**config.mk**
```make
export PLATFORM = sky130hd
export DESIGN_NAME = pipe_scroller
export DESIGN_NICKNAME = d
export VERILOG_FILES = /design/src/rtl/pipe_scroller.sv
export SDC_FILE = /design/constraint.sdc
export NUM_CORES = 1
export LEC_CHECK = 0
export CAP_MARGIN = 20
export CORE_ASPECT_RATIO = 2
export CORE_MARGIN = 8
export CORE_UTILIZATION = 40
export DETAILED_ROUTE_END_ITERATION = 10
export GPL_ROUTABILITY_DRIVEN = 0
export PLACE_DENSITY_LB_ADDON = 0.25
export RECOVER_POWER = 50
export SLEW_MARGIN = 15
export SYNTH_ARGS = -nofsm -noshare
export SYNTH_HDL_FRONTEND = slang
export SYNTH_SLANG_ARGS = --single-unit
export TNS_END_PERCENT = 20
```
**constraint.sdc**
```tcl
create_clock -name Clk -period 4.55 [get_ports Clk]
set_clock_uncertainty 0.15 [all_clocks]
set_input_delay 0.455 -clock Clk [delete_from_list [all_inputs] [get_ports Clk]]
set_output_delay 0.455 -clock Clk [all_outputs]
set_load 0.1 [all_outputs]
```
**src/rtl/pipe_scroller.sv**
```systemverilog
// pipe_scroller: scrolls and respawns the Flappy-VGA pipes, scores passes, and registers the in-scope pipe's edges (1-cycle latency).
// No backpressure: Frame_Tick is consumed in its own cycle. Define PIPE_SPEEDUP_EN to raise the scroll step as the score grows.
module pipe_scroller #(
    parameter int         NUM_PIPES    = 2,
    parameter int         PIPE_WIDTH   = 60,
    parameter int         PIPE_SPACING = 320,
    parameter int         GAP_HEIGHT   = 120,
    parameter int         GAP_MIN      = 60,
    parameter int         SCROLL_STEP  = 2,
    parameter int         SCREEN_W     = 640,
    parameter logic [7:0] LFSR_SEED    = 8'hA5
) (
    input  logic       Clk,
    input  logic       reset,
    input  logic       Start,
    input  logic       Q_Initial,
    input  logic       Q_Lose,
    input  logic       Frame_Tick,
    input  logic [9:0] Bird_X_L,
    output logic [9:0] X_Edge_Left,
    output logic [9:0] X_Edge_Right,
    output logic [9:0] Y_Edge_Top,
    output logic [9:0] Y_Edge_Bottom,
    output logic [9:0] Score,
    output logic       Score_Inc,
    output logic       Pipe_Valid
);

    localparam logic [9:0] STEP        = 10'(SCROLL_STEP);
    localparam logic [9:0] RESPAWN_ADD = 10'(NUM_PIPES * PIPE_SPACING);
    localparam logic [9:0] PW          = 10'(PIPE_WIDTH);
    localparam logic [9:0] GH          = 10'(GAP_HEIGHT);
    localparam logic [9:0] GMIN        = 10'(GAP_MIN);
    localparam logic [9:0] X_MAX       = 10'(SCREEN_W - 1);
    localparam logic [9:0] VIS_LIMIT   = 10'(SCREEN_W + PIPE_WIDTH);
    localparam logic [9:0] SCORE_MAX   = 10'd999;

    typedef enum logic [1:0] {
        S_IDLE   = 2'd0,
        S_RUN    = 2'd1,
        S_FROZEN = 2'd2
    } state_t;

    state_t state_q, state_d;

    logic [NUM_PIPES-1:0][9:0] xr_q;
    logic [NUM_PIPES-1:0][9:0] gt_q;
    logic [NUM_PIPES-1:0]      passed_q;
    logic [7:0]                lfsr_q;
    logic [9:0]                score_q;
    logic                      score_inc_q;
    logic [9:0]                x_left_q, x_right_q, y_top_q, y_bot_q;
    logic                      valid_q;

    logic load_init, start_game, scroll_en, score_en, edge_upd, edge_hold;
    logic [9:0] step_eff;

    function automatic logic [9:0] xr_start(input int i);
        return 10'(SCREEN_W + PIPE_WIDTH + i * PIPE_SPACING);
    endfunction

    function automatic logic [9:0] gt_start(input int i);
        return 10'(GAP_MIN + i * 40);
    endfunction

    always_ff @(posedge Clk or negedge reset) begin
        if (!reset) state_q <= S_IDLE;
        else        state_q <= state_d;
    end

    always_comb begin
        state_d = state_q;
        case (state_q)
            S_IDLE:   if (Start)     state_d = S_RUN;
            S_RUN:    if (Q_Lose)    state_d = S_FROZEN;
            S_FROZEN: if (Q_Initial) state_d = S_IDLE;
            default:                 state_d = S_IDLE;
        endcase
    end

    // A losing cycle neither scrolls nor scores, even if Frame_Tick coincides.
    always_comb begin
        load_init  = 1'b0;
        start_game = 1'b0;
        scroll_en  = 1'b0;
        score_en   = 1'b0;
        edge_upd   = 1'b0;
        edge_hold  = 1'b0;
        case (state_q)
            S_IDLE: begin
                load_init  = 1'b1;
                start_game = Start;
            end
            S_RUN: begin
                scroll_en = Frame_Tick && !Q_Lose;
                score_en  = !Q_Lose;
                edge_upd  = 1'b1;
            end
            S_FROZEN: edge_hold = 1'b1;
            default: load_init = 1'b1;
        endcase
    end

`ifdef PIPE_SPEEDUP_EN
    localparam logic [9:0] STEP_MAX = 10'(2 * SCROLL_STEP);
    logic [9:0] score_tens;
    always_comb begin
        score_tens = score_q / 10'd10;
        step_eff   = (score_tens >= STEP) ? STEP_MAX : STEP + score_tens;
    end
`else
    assign step_eff = STEP;
`endif

    // Lowest-index eligible pipe scores this cycle; any other waits a cycle.
    logic                 score_hit;
    logic [NUM_PIPES-1:0] score_oh;
    always_comb begin
        score_hit = 1'b0;
        score_oh  = '0;
        for (int i = 0; i < NUM_PIPES; i++) begin
            if (!score_hit && !passed_q[i] && (xr_q[i] < Bird_X_L)) begin
                score_oh[i] = 1'b1;
                score_hit   = 1'b1;
            end
        end
    end

    logic [NUM_PIPES-1:0] respawn;
    always_comb begin
        respawn = '0;
        for (int i = 0; i < NUM_PIPES; i++)
            respawn[i] = scroll_en && (xr_q[i] <= step_eff);
    end

    // Strict '<' keeps the lowest index on equal positions.
    logic       sel_found;
    logic [9:0] sel_xr, sel_gt;
    always_comb begin
        sel_found = 1'b0;
        sel_xr    = '0;
        sel_gt    = '0;
        for (int i = 0; i < NUM_PIPES; i++) begin
            if (!passed_q[i] && (!sel_found || (xr_q[i] < sel_xr))) begin
                sel_found = 1'b1;
                sel_xr    = xr_q[i];
                sel_gt    = gt_q[i];
            end
        end
    end

    always_ff @(posedge Clk or negedge reset) begin
        if (!reset) begin
            for (int i = 0; i < NUM_PIPES; i++) begin
                xr_q[i] <= xr_start(i);
                gt_q[i] <= gt_start(i);
            end
            passed_q <= '0;
        end else if (load_init) begin
            for (int i = 0; i < NUM_PIPES; i++) begin
                xr_q[i] <= xr_start(i);
                gt_q[i] <= gt_start(i);
            end
            passed_q <= '0;
        end else begin
            for (int i = 0; i < NUM_PIPES; i++) begin
                if (respawn[i]) begin
                    xr_q[i]     <= xr_q[i] - step_eff + RESPAWN_ADD;
                    gt_q[i]     <= GMIN + {2'b00, lfsr_q};
                    passed_q[i] <= 1'b0;
                end else begin
                    if (scroll_en)               xr_q[i]     <= xr_q[i] - step_eff;
                    if (score_en && score_oh[i]) passed_q[i] <= 1'b1;
                end
            end
        end
    end

    always_ff @(posedge Clk or negedge reset) begin
        if (!reset) lfsr_q <= LFSR_SEED;
        else        lfsr_q <= {lfsr_q[6:0], lfsr_q[7] ^ lfsr_q[5] ^ lfsr_q[4] ^ lfsr_q[3]};
    end

    always_ff @(posedge Clk or negedge reset) begin
        if (!reset) begin
            score_q     <= '0;
            score_inc_q <= 1'b0;
        end else begin
            score_inc_q <= 1'b0;
            if (start_game) begin
                score_q <= '0;
            end else if (score_en && score_hit) begin
                score_inc_q <= 1'b1;
                if (score_q != SCORE_MAX) score_q <= score_q + 10'd1;
            end
        end
    end

    always_ff @(posedge Clk or negedge reset) begin
        if (!reset) begin
            x_left_q  <= '0;
            x_right_q <= '0;
            y_top_q   <= '0;
            y_bot_q   <= '0;
            valid_q   <= 1'b0;
        end else if (edge_upd && sel_found && (sel_xr < VIS_LIMIT)) begin
            x_right_q <= (sel_xr > X_MAX) ? X_MAX : sel_xr;
            x_left_q  <= (sel_xr >= PW) ? sel_xr - PW : 10'd0;
            y_top_q   <= sel_gt;
            y_bot_q   <= sel_gt + GH;
            valid_q   <= 1'b1;
        end else if (!edge_hold) begin
            x_left_q  <= '0;
            x_right_q <= '0;
            y_top_q   <= '0;
            y_bot_q   <= '0;
            valid_q   <= 1'b0;
        end
    end

    assign X_Edge_Left   = x_left_q;
    assign X_Edge_Right  = x_right_q;
    assign Y_Edge_Top    = y_top_q;
    assign Y_Edge_Bottom = y_bot_q;
    assign Score         = score_q;
    assign Score_Inc     = score_inc_q;
    assign Pipe_Valid    = valid_q;

endmodule

```
* Word level (Yosys, flattened, before mapping)
Index checks and enable logic that the tools add are counted.
Word-level totals: register bits 104, bits in latches 0, memory bits (writable) 0, bits in read-only memories 0, output and inout bits 52, memories kept 0
Cells by class: $add $sub $neg 8, multipliers 0, divide/modulo/power cells 0, $lt $le $gt $ge 8, eq/ne operators 13, shifts and indexed selects 0, muxes and demuxes 45, bitwise logic cells 3, reductions and logical operators 23
Operators by type and width (number):
- $mux W10 | 20
- $mux W20 | 2
- $lt A10 B10 Y1 | 3
- $add A10 B10 Y10 const B | 2
- $le A10 B2 Y1 const B | 2
- $sub A10 B2 Y10 const B | 2
- $mux W1 | 18
- $logic_and A1 B1 Y1 | 12
- $ne A3 B1 Y1 const B | 4
- $add A10 B1 Y10 const B | 1
- $add A10 B7 Y10 const B | 1
- $ge A10 B6 Y1 const B | 1
- $gt A10 B10 Y1 const B | 1
- $lt A10 B10 Y1 const B | 1
- $ne A10 B10 Y1 const B | 1
- $sub A10 B6 Y10 const B | 1
- $add A6 B8 Y9 const A | 1
- $mux W2 | 4
- $ne A2 B1 Y1 const B | 3
- $ne A2 B2 Y1 const B | 3
- $pmux W2 S3 | 1
- $logic_not A1 Y1 | 4
- $reduce_bool A2 Y1 | 2
- $reduce_and A3 Y1 | 1
- other kinds (7) | 9

* Logic depth before layout (Yosys ltp)
Gate-level depths: netlist (run 1).
word-level depth 11, gate-level depth with buffers 16, depth with buffers taken out 14

* Worst setup path after synthesis (run 1)
No wires, ideal clock.
kind reg-to-reg, from register passed_q[0], to register x_left_q[1] (netlist: X_Edge_Left[1]), arrival time 3.158 ns, data required time 4.278 ns, path slack 1.120 ns, cell stages (with the launch flop) 17, path buffers 4, period minus slack after synthesis 3.430 ns, cells stage by stage dfrtp_1 inv_1 buf_2 nand2_1 ha_1 a211o_1 a21o_1 o21ai_4 buf_6 a32o_1 ha_1 o211ai_1 a32o_1 buf_6 and2_1 buf_4 a22o_1
Between the ends: cells in the longest elaborated chain, start to end 8, elaborated cells on any way between the ends 15, those cells by class add/sub (1); order compare (3); eq/ne (1); mux (6); reduce/logical (4)
Ends and longest elaborated chain:
- start, declared | line 48 | logic [NUM_PIPES-1:0] passed_q;
- start signal, assigned | line 158 | passed_q <= '0;
- start signal, assigned | line 164 | passed_q <= '0;
- start signal, assigned by index | line 170 | passed_q[i] <= 1'b0;
- $mux W10 | line 144 | if (!passed_q[i] && (!sel_found || (xr_q[i] < sel_xr))) begin
- $lt A10 B10 Y1 | line 144
- $logic_or A1 B1 Y1 | line 144
- $logic_and A1 B1 Y1 | line 144
- $mux W10 or $mux W1 (tied branches) | line 144
- $sub A10 B6 Y10, or another cell as far along | line 208 | x_left_q <= (sel_xr >= PW) ? sel_xr - PW : 10'd0;
- $mux W10 or $logic_and A1 B1 Y1 (tied branches) | line 208, 206
- $mux W10 or $ne A2 B1 Y1 (tied branches)
- end signal, assigned | line 208
- end, declared | line 52 | logic [9:0] x_left_q, x_right_q, y_top_q, y_bot_q;
Parallel ways exist; a longest one is shown, timed or not. A chain may end at the register's enable or synchronous reset.

* Worst setup path in the final report (run 1)
from register passed_q[0], to register y_bot_q[9] (netlist: Y_Edge_Bottom[9])
Between the ends: cells in the longest elaborated chain, start to end 8, elaborated cells on any way between the ends 15, those cells by class add/sub (1); order compare (2); eq/ne (1); mux (7); reduce/logical (4)
Ends and longest elaborated chain:
- $mux W10 | line 144
- $lt A10 B10 Y1 | line 144
- $logic_or A1 B1 Y1 | line 144
- $logic_and A1 B1 Y1 | line 144
- $mux W10 or $mux W1 (tied branches) | line 144
- $lt A10 B10 Y1 or $logic_and A1 B1 Y1 (tied branches) | line 206 | end else if (edge_upd && sel_found && (sel_xr < VIS_LIMIT)) begin
- $logic_and A1 B1 Y1 | line 206
- $ne A2 B1 Y1 (no line) or $mux W10 (tied branches)
- end signal, assigned | line 210 | y_bot_q <= sel_gt + GH;
- end, declared | line 52
Parallel ways exist; a longest one is shown, timed or not.

==> key figures, run 1 <==
Run status
  – Status: finished with violations
  – Failing checks: capacitance limit, slew limit

Setup path
  – Required time of the critical path: 4.64 ns
  – CP delay by family, top: compound AO/OA/AOI/OAI gates
  – CP arrival: 4.23 ns
  – CP endpoint kind: flip-flop
  – Buf/Inv on CP: 2
  – Setup CP Type: reg2reg
  – Crit Path Max Fanout: 33
  – Critical Path, Cell by Cell: inv_1 > nand2_1 > ha_1 > nand4_1 > nand2b_1 > o21a_1 > a32o_1 > ha_1 > o211ai_1 > a32o_1 > buf_12 > nor2_1 > a31o_2
  – Slowest stage delay, CP: 0.55 ns
  – Slowest stage cell on the critical path: dfrtp_1
  – Levels on crit path: 13
  – Startpoint Class: flip-flop
  – Path depth of the worst reg2reg path: 13

Detailed routing
  – Vias: 4619
  – Initial DRC count: 240
  – Routed Antenna Nets: 0
  – Initial DRT Pass Iterations: 5
  – Vias/cell: 5.53
  – Per-cell routed wire length: 17.3 µm
  – Final wirelength: 14400 µm
  – DRC: 0

Synthesis
  – Synth Flop Type: dfrtp_1
  – Post-synth ARST share: 100%
  – Yosys reg bits: 96
  – Cell variety after synth: 63
  – EDFF count, synth: 0
  – Synth Net Count: 645
  – Syn_area_per_cell: 9.59 µm²
  – Synth warnings: 0
  – Post-Syn Instances: 589
  – Synthesized area: 5650 µm²
  – Seq/Total Area, Yosys: 43.1%

CTS
  – Post-CTS setup buffer count: 0
  – Hold-fix buffers, CTS: 0
  – CTS buffer count: 9
  – CTS Sinks: 96
  – Reg clk slew, reported paths: 0.07 ns
  – Clk root buf: clkbuf_16
  – Bufs on Longest Clock Path: 2
  – Post-cts resize count: 0
  – CTS tree: done
  – H-tree Lvls: 3
  – Worst skew pair latency: 0.34 ns

Timing
  – RSZ-0062 raised after global routing: false
  – Hold_ws: 0.266 ns
  – Worst-Margin Slew: 3.16 ns
  – Fmax: 0.241 GHz
  – Min cycle time layout: 4.15 ns
  – Final period utilization: 91.1%
  – Setup violations, final: 0
  – Slew margin rel.: -111%
  – Fin. max-slew vios: 75
  – Setup Total Neg Slack: 0 ns
  – Final hold vios: 0

Global routing
  – First-pass GRT wire length: 24000 µm
  – Largest net degree at the start of global routing: 60
  – Total grt overflow: 0
  – Gr usage total: 16.3%
  – Vias in the first global route: 4715
  – Initial antenna violation count: 0

Finish
  – Register area: 2430 µm²
  – Layout Nets: 698
  – Antenna diodes: 0
  – Area Growth Syn to Fin: 18.9%
  – Area used by multi-input combinational logic: 2910 µm²
  – Layout cells sized above 1: 9.27%
  – Fillcell total: 1359
  – Final Util: 48.4%

Die
  – FP Rows: 61
  – Die width: 100 µm
  – Initial Utilization: 40.7%
  – Core region area: 13900 µm²
  – Die height: 184 µm
  – Top-Level Pins: 68
  – Die area: 18400 µm²

Power
  – Power density over cell area: 632 nW/µm²
  – Max IR drop VDD: 0.000244 V
  – Leakage power: 0.00296 µW

Place
  – I/O Buffers: 66
  – Dpl hpwl: 11000 µm

Hold path
  – HP Class: reg2reg
  – Hold Path Depth: 0

Flow run
  – Max Cap Violations: 2
[cell usage in the layout, fill, tap and decap left out, drive strengths merged, types with 3 or more instances in the layout]
cell and n:
a31oi 10, xor2 10, nand3 19, and2 9, mux2 3, dfrtp 71, nand4 6, or4 4
nand2 65, nor2b 9, buf 8, o22a 3, o21a 7, clkbuf 12, a21oi 38, mux2i 20
nor3b 7, dlygate4sd3 10, and3 7, nor4 3, ha 40, dfstp 25, or3 4, a32oi 3
nor2 35, inv 35, a32o 6, a21o 5, o21ai 41, a22o 10, nor3 7, clkdlybuf4s50 55
xnor2 14, o211ai 14
[flip-flops by register name, indices dropped and copies added, names as in the netlist]
name           flops
passed_q           2
lfsr_q             8
X_Edge_Right      10
X_Edge_Left       10
Y_Edge_Bottom     10
state_q            2
Score_Inc          1
xr_q              18
Pipe_Valid         1
gt_q              18
Y_Edge_Top         6
Score             10
[cell type report]
cell class | count | share of cell area [%]
Multi-Input combinational cell | 428 | 43.3
Sequential cell | 96 | 36.2
Timing Repair Buffer | 76 | 10.9
Tap cell | 189 | 3.52
Clock buffer | 9 | 3.35
Inverter | 31 | 1.73
Clock inverter | 7 | 0.912
[metrics by stage]
step	setup slack [ns]	power (µW)	cell area [µm²]	std cells
after global placement	0.625	3490	6450	820
after floorplan	1.12	3010	5650	589
after CTS	0.428	4300	6730	836
after global routing	0.113	4510	6720	836
final	0.404	4240	6720	836
after detailed placement	0.442	3560	6450	820
[cell usage after synthesis, types with 8 or more instances]
cell	count	share of area, %
a21oi_1	38	3.4
a22o_1	10	1.5
a31oi_1	10	1.1
and2_1	9	1.0
clkbuf_1	17	1.1
dfrtp_1	71	31
dfstp_2	25	12
ha_1	40	8.9
inv_1	31	2.1
mux2i_1	20	3.5
nand2_1	65	4.3
nand3_1	19	1.7
nor2_1	35	2.3
nor2b_1	8	0.89
o211ai_1	14	1.9
o21ai_0	40	3.5
xnor2_1	14	2.2
xor2_1	10	1.5
[report_power, final]
group / switching [µW] / leakage (µW) / internal (µW) / total, µW
Combinational: 1650 / 0.00159 / 733 / 2380
Sequential: 124 / 0.00123 / 1010 / 1130
Clock: 350 / 0.000140 / 382 / 732
[metal layers]
layer,part of all wire [%],track usage (%),vias up
li1,-,-,2221
met1,38,16.6,2255
met2,54,30.0,109
met3,4.0,3.07,34
met4,3.8,8.90,0
met5,0,0,-
[cells by family after synthesis]
family                     synth area share [%]
buffers and inverters                      5.43
muxes                                      4.14
xor gates and xnor gates                   3.72
AOI/OAI and AO/OA                          18.9
DFF                                        43.1
adders and majority gates                  8.86
and+or+nand+nor                            15.8
other                                    0.0664
[final timing paths]
path                             startpoint          endpoint  slack (ns)
worst max-delay path            passed_q[0]  Y_Edge_Bottom[9]        0.40
worst min-delay path              lfsr_q[1]         lfsr_q[2]        0.27
worst max register to register  passed_q[0]  Y_Edge_Bottom[9]        0.40
worst min register to register    lfsr_q[1]         lfsr_q[2]        0.27
max in group asynchronous             reset           gt_q[7]        1.04
min in group asynchronous             reset          Score[2]        1.01
Note: power is estimated with default switching activity, not from simulation.
==> inputs of run 2 (changes only) <==
--- a/config.mk
+++ b/config.mk
@@ -5,7 +5,7 @@
 export SDC_FILE = /design/constraint.sdc
 export NUM_CORES = 1
 export LEC_CHECK = 0
-export CAP_MARGIN = 20
+export CAP_MARGIN = 10
 export CORE_ASPECT_RATIO = 2
 export CORE_MARGIN = 8
 export CORE_UTILIZATION = 40
==> results of run 2 <==
Same layout as run 1: the final DEF is identical, and so are final timing and power.
==> inputs of run 3 (changes only) <==
--- a/config.mk
+++ b/config.mk
@@ -5,12 +5,13 @@
 export SDC_FILE = /design/constraint.sdc
 export NUM_CORES = 1
 export LEC_CHECK = 0
-export CAP_MARGIN = 10
+export CAP_MARGIN = 20
 export CORE_ASPECT_RATIO = 2
 export CORE_MARGIN = 8
 export CORE_UTILIZATION = 40
 export DETAILED_ROUTE_END_ITERATION = 10
 export GPL_ROUTABILITY_DRIVEN = 0
+export HOLD_SLACK_MARGIN = 0.12
 export PLACE_DENSITY_LB_ADDON = 0.25
 export RECOVER_POWER = 50
 export SLEW_MARGIN = 15
==> key figures, run 3 (synthesis gave the netlist of run 1 again) <==
Run status
  – Status: finished with violations
  – Failing checks: capacitance limit, slew limit

Detailed routing
  – Per-cell routed wire length: 17.3 µm
  – Routed Antenna Nets: 0
  – Vias: 4617
  – Initial DRC count: 240
  – DRC: 0
  – Final wirelength: 14400 µm
  – Vias/cell: 5.52
  – Initial DRT Pass Iterations: 4

CTS
  – CTS buffer count: 9
  – CTS Sinks: 96
  – Hold-fix buffers, CTS: 1
  – Worst skew pair latency: 0.34 ns
  – CTS tree: done
  – Post-cts resize count: 0
  – Clk root buf: clkbuf_16
  – H-tree Lvls: 3
  – Bufs on Longest Clock Path: 2
  – Reg clk slew, reported paths: 0.07 ns
  – Post-CTS setup buffer count: 0

Power
  – Switching share of power: 50.1%
  – Clock power share: 17.2%
  – Max IR drop VDD: 0.000243 V
  – Sw Pwr: 2130 µW
  – Comb power frac: 56.2%
  – Sequential Power Share: 26.6%
  – Power density over cell area: 631 nW/µm²
  – Leakage power: 0.00296 µW
  – P_int: 2120 µW

Global routing
  – Met1 Use GR: 16.7%
  – First-pass GRT wire length: 24000 µm
  – Largest net degree at the start of global routing: 60
  – Gr usage total: 16.3%
  – Vias in the first global route: 4718
  – Busiest layer in global routing: met2
  – GR Util met2: 30.0%
  – Initial antenna violation count: 0
  – Met3 usage: 3.07%
  – Total grt overflow: 0

Die
  – Core region area: 13900 µm²
  – Top-Level Pins: 68
  – FP Rows: 61
  – Die height: 184 µm
  – Die width: 100 µm
  – Die area: 18400 µm²
  – Initial Utilization: 40.7%

Finish
  – Antenna diodes: 0
  – Layout Nets: 699
  – Layout cells sized above 1: 9.26%
  – Commonest non-fill, non-tap cell in the layout: dfrtp_1
  – Non-Filler Instances: 837
  – Most frequent cells in the layout: 71 x dfrtp_1, 65 x nand2_1, 55 x clkdlybuf4s50_1, 40 x o21ai_0, 40 x ha_1
  – Top Registers: gt_q x18, xr_q x18
  – Final Util: 48.5%
  – Register area: 2430 µm²
  – Fillcell total: 1359
  – Area used by multi-input combinational logic: 2910 µm²
  – Area Growth Syn to Fin: 19.1%

Setup path
  – Slowest stage delay, CP: 0.55 ns
  – Levels on crit path: 13
  – Slowest stage cell on the critical path: dfrtp_1
  – CP arrival: 4.25 ns
  – Required time of the critical path: 4.64 ns
  – Setup CP Type: reg2reg
  – Crit Path Max Fanout: 33
  – Critical Path, Cell by Cell: inv_1 > nand2_1 > ha_1 > nand4_1 > nand2b_1 > o21a_1 > a32o_1 > ha_1 > o211ai_1 > a32o_1 > buf_12 > nor2_1 > a31o_2
  – CP delay by family, top: compound AO/OA/AOI/OAI gates
  – CP endpoint kind: flip-flop
  – Startpoint Class: flip-flop
  – Path depth of the worst reg2reg path: 13
  – Buf/Inv on CP: 2

Timing
  – Worst-Margin Slew: 3.18 ns
  – Final hold vios: 0
  – Setup Total Neg Slack: 0 ns
  – RSZ-0062 raised after global routing: false
  – Fmax: 0.240 GHz
  – Setup violations, final: 0
  – Min cycle time layout: 4.16 ns
  – Final period utilization: 91.4%
  – Slew margin rel.: -112%
  – Worst setup slack after layout: 0.391 ns
  – Fin. max-slew vios: 75

Hold path
  – Hold Path Depth: 0
  – HP Class: reg2reg

Flow run
  – Max Cap Violations: 2

Place
  – Pre-CTS WS: 0.442 ns
  – Dpl hpwl: 11000 µm
  – I/O Buffers: 66
  – Placed cells: 820
run 3: cell count changes in the layout (fill, tap and decap cells not counted):
| cell | change |
|---|---|
| buf_4 | +1 |
| clkbuf_2 | -1 |
| dlygate4sd3_1 | +1 |
run 3: layout make-up:
class                   count  area share (%)
clock inverters             7           0.911
inverters                  31            1.73
flip-flops and latches     96            36.2
repair buffers             77            11.1
clock buffers               9            3.35
multi-input cells         428            43.2
well taps                 189            3.51
run 3: routing by layer:
metal  routed length (µm)  vias up
met1                 5500     2250
li1                     -     2222
met5                    0        -
met2                 7820      110
met4                  547        0
met3                  577       35
run 3: power by group through the flow:
stage	Clock [µW]	Sequential, µW	Combinational (µW)
floorplan	0	1680	1330
global placement	0	1140	2350
detailed placement	0	1150	2410
CTS	752	1130	2410
global route	781	1150	2580
finish	732	1130	2390
run 3: worst paths after layout:
check | from | end | slack (ns)
max in group asynchronous | reset | xr_q[7] | 0.88
setup / recovery | passed_q[0] | Y_Edge_Bottom[9] | 0.39
hold / removal | lfsr_q[1] | lfsr_q[2] | 0.27
setup reg to reg | passed_q[0] | Y_Edge_Bottom[9] | 0.39
hold reg to reg | lfsr_q[1] | lfsr_q[2] | 0.27
min in group asynchronous | reset | Score[2] | 1.56
run 3: per-stage QoR:
| stage | hold WS (ns) | power, µW | cell area, µm² |
|---|---|---|---|
| after floorplan | 0.00941 | 3010 | 5650 |
| after global placement | 0.252 | 3490 | 6450 |
| after detailed placement | 0.250 | 3560 | 6450 |
| after CTS | 0.263 | 4300 | 6740 |
| after global routing | 0.278 | 4510 | 6730 |
| final | 0.266 | 4250 | 6730 |
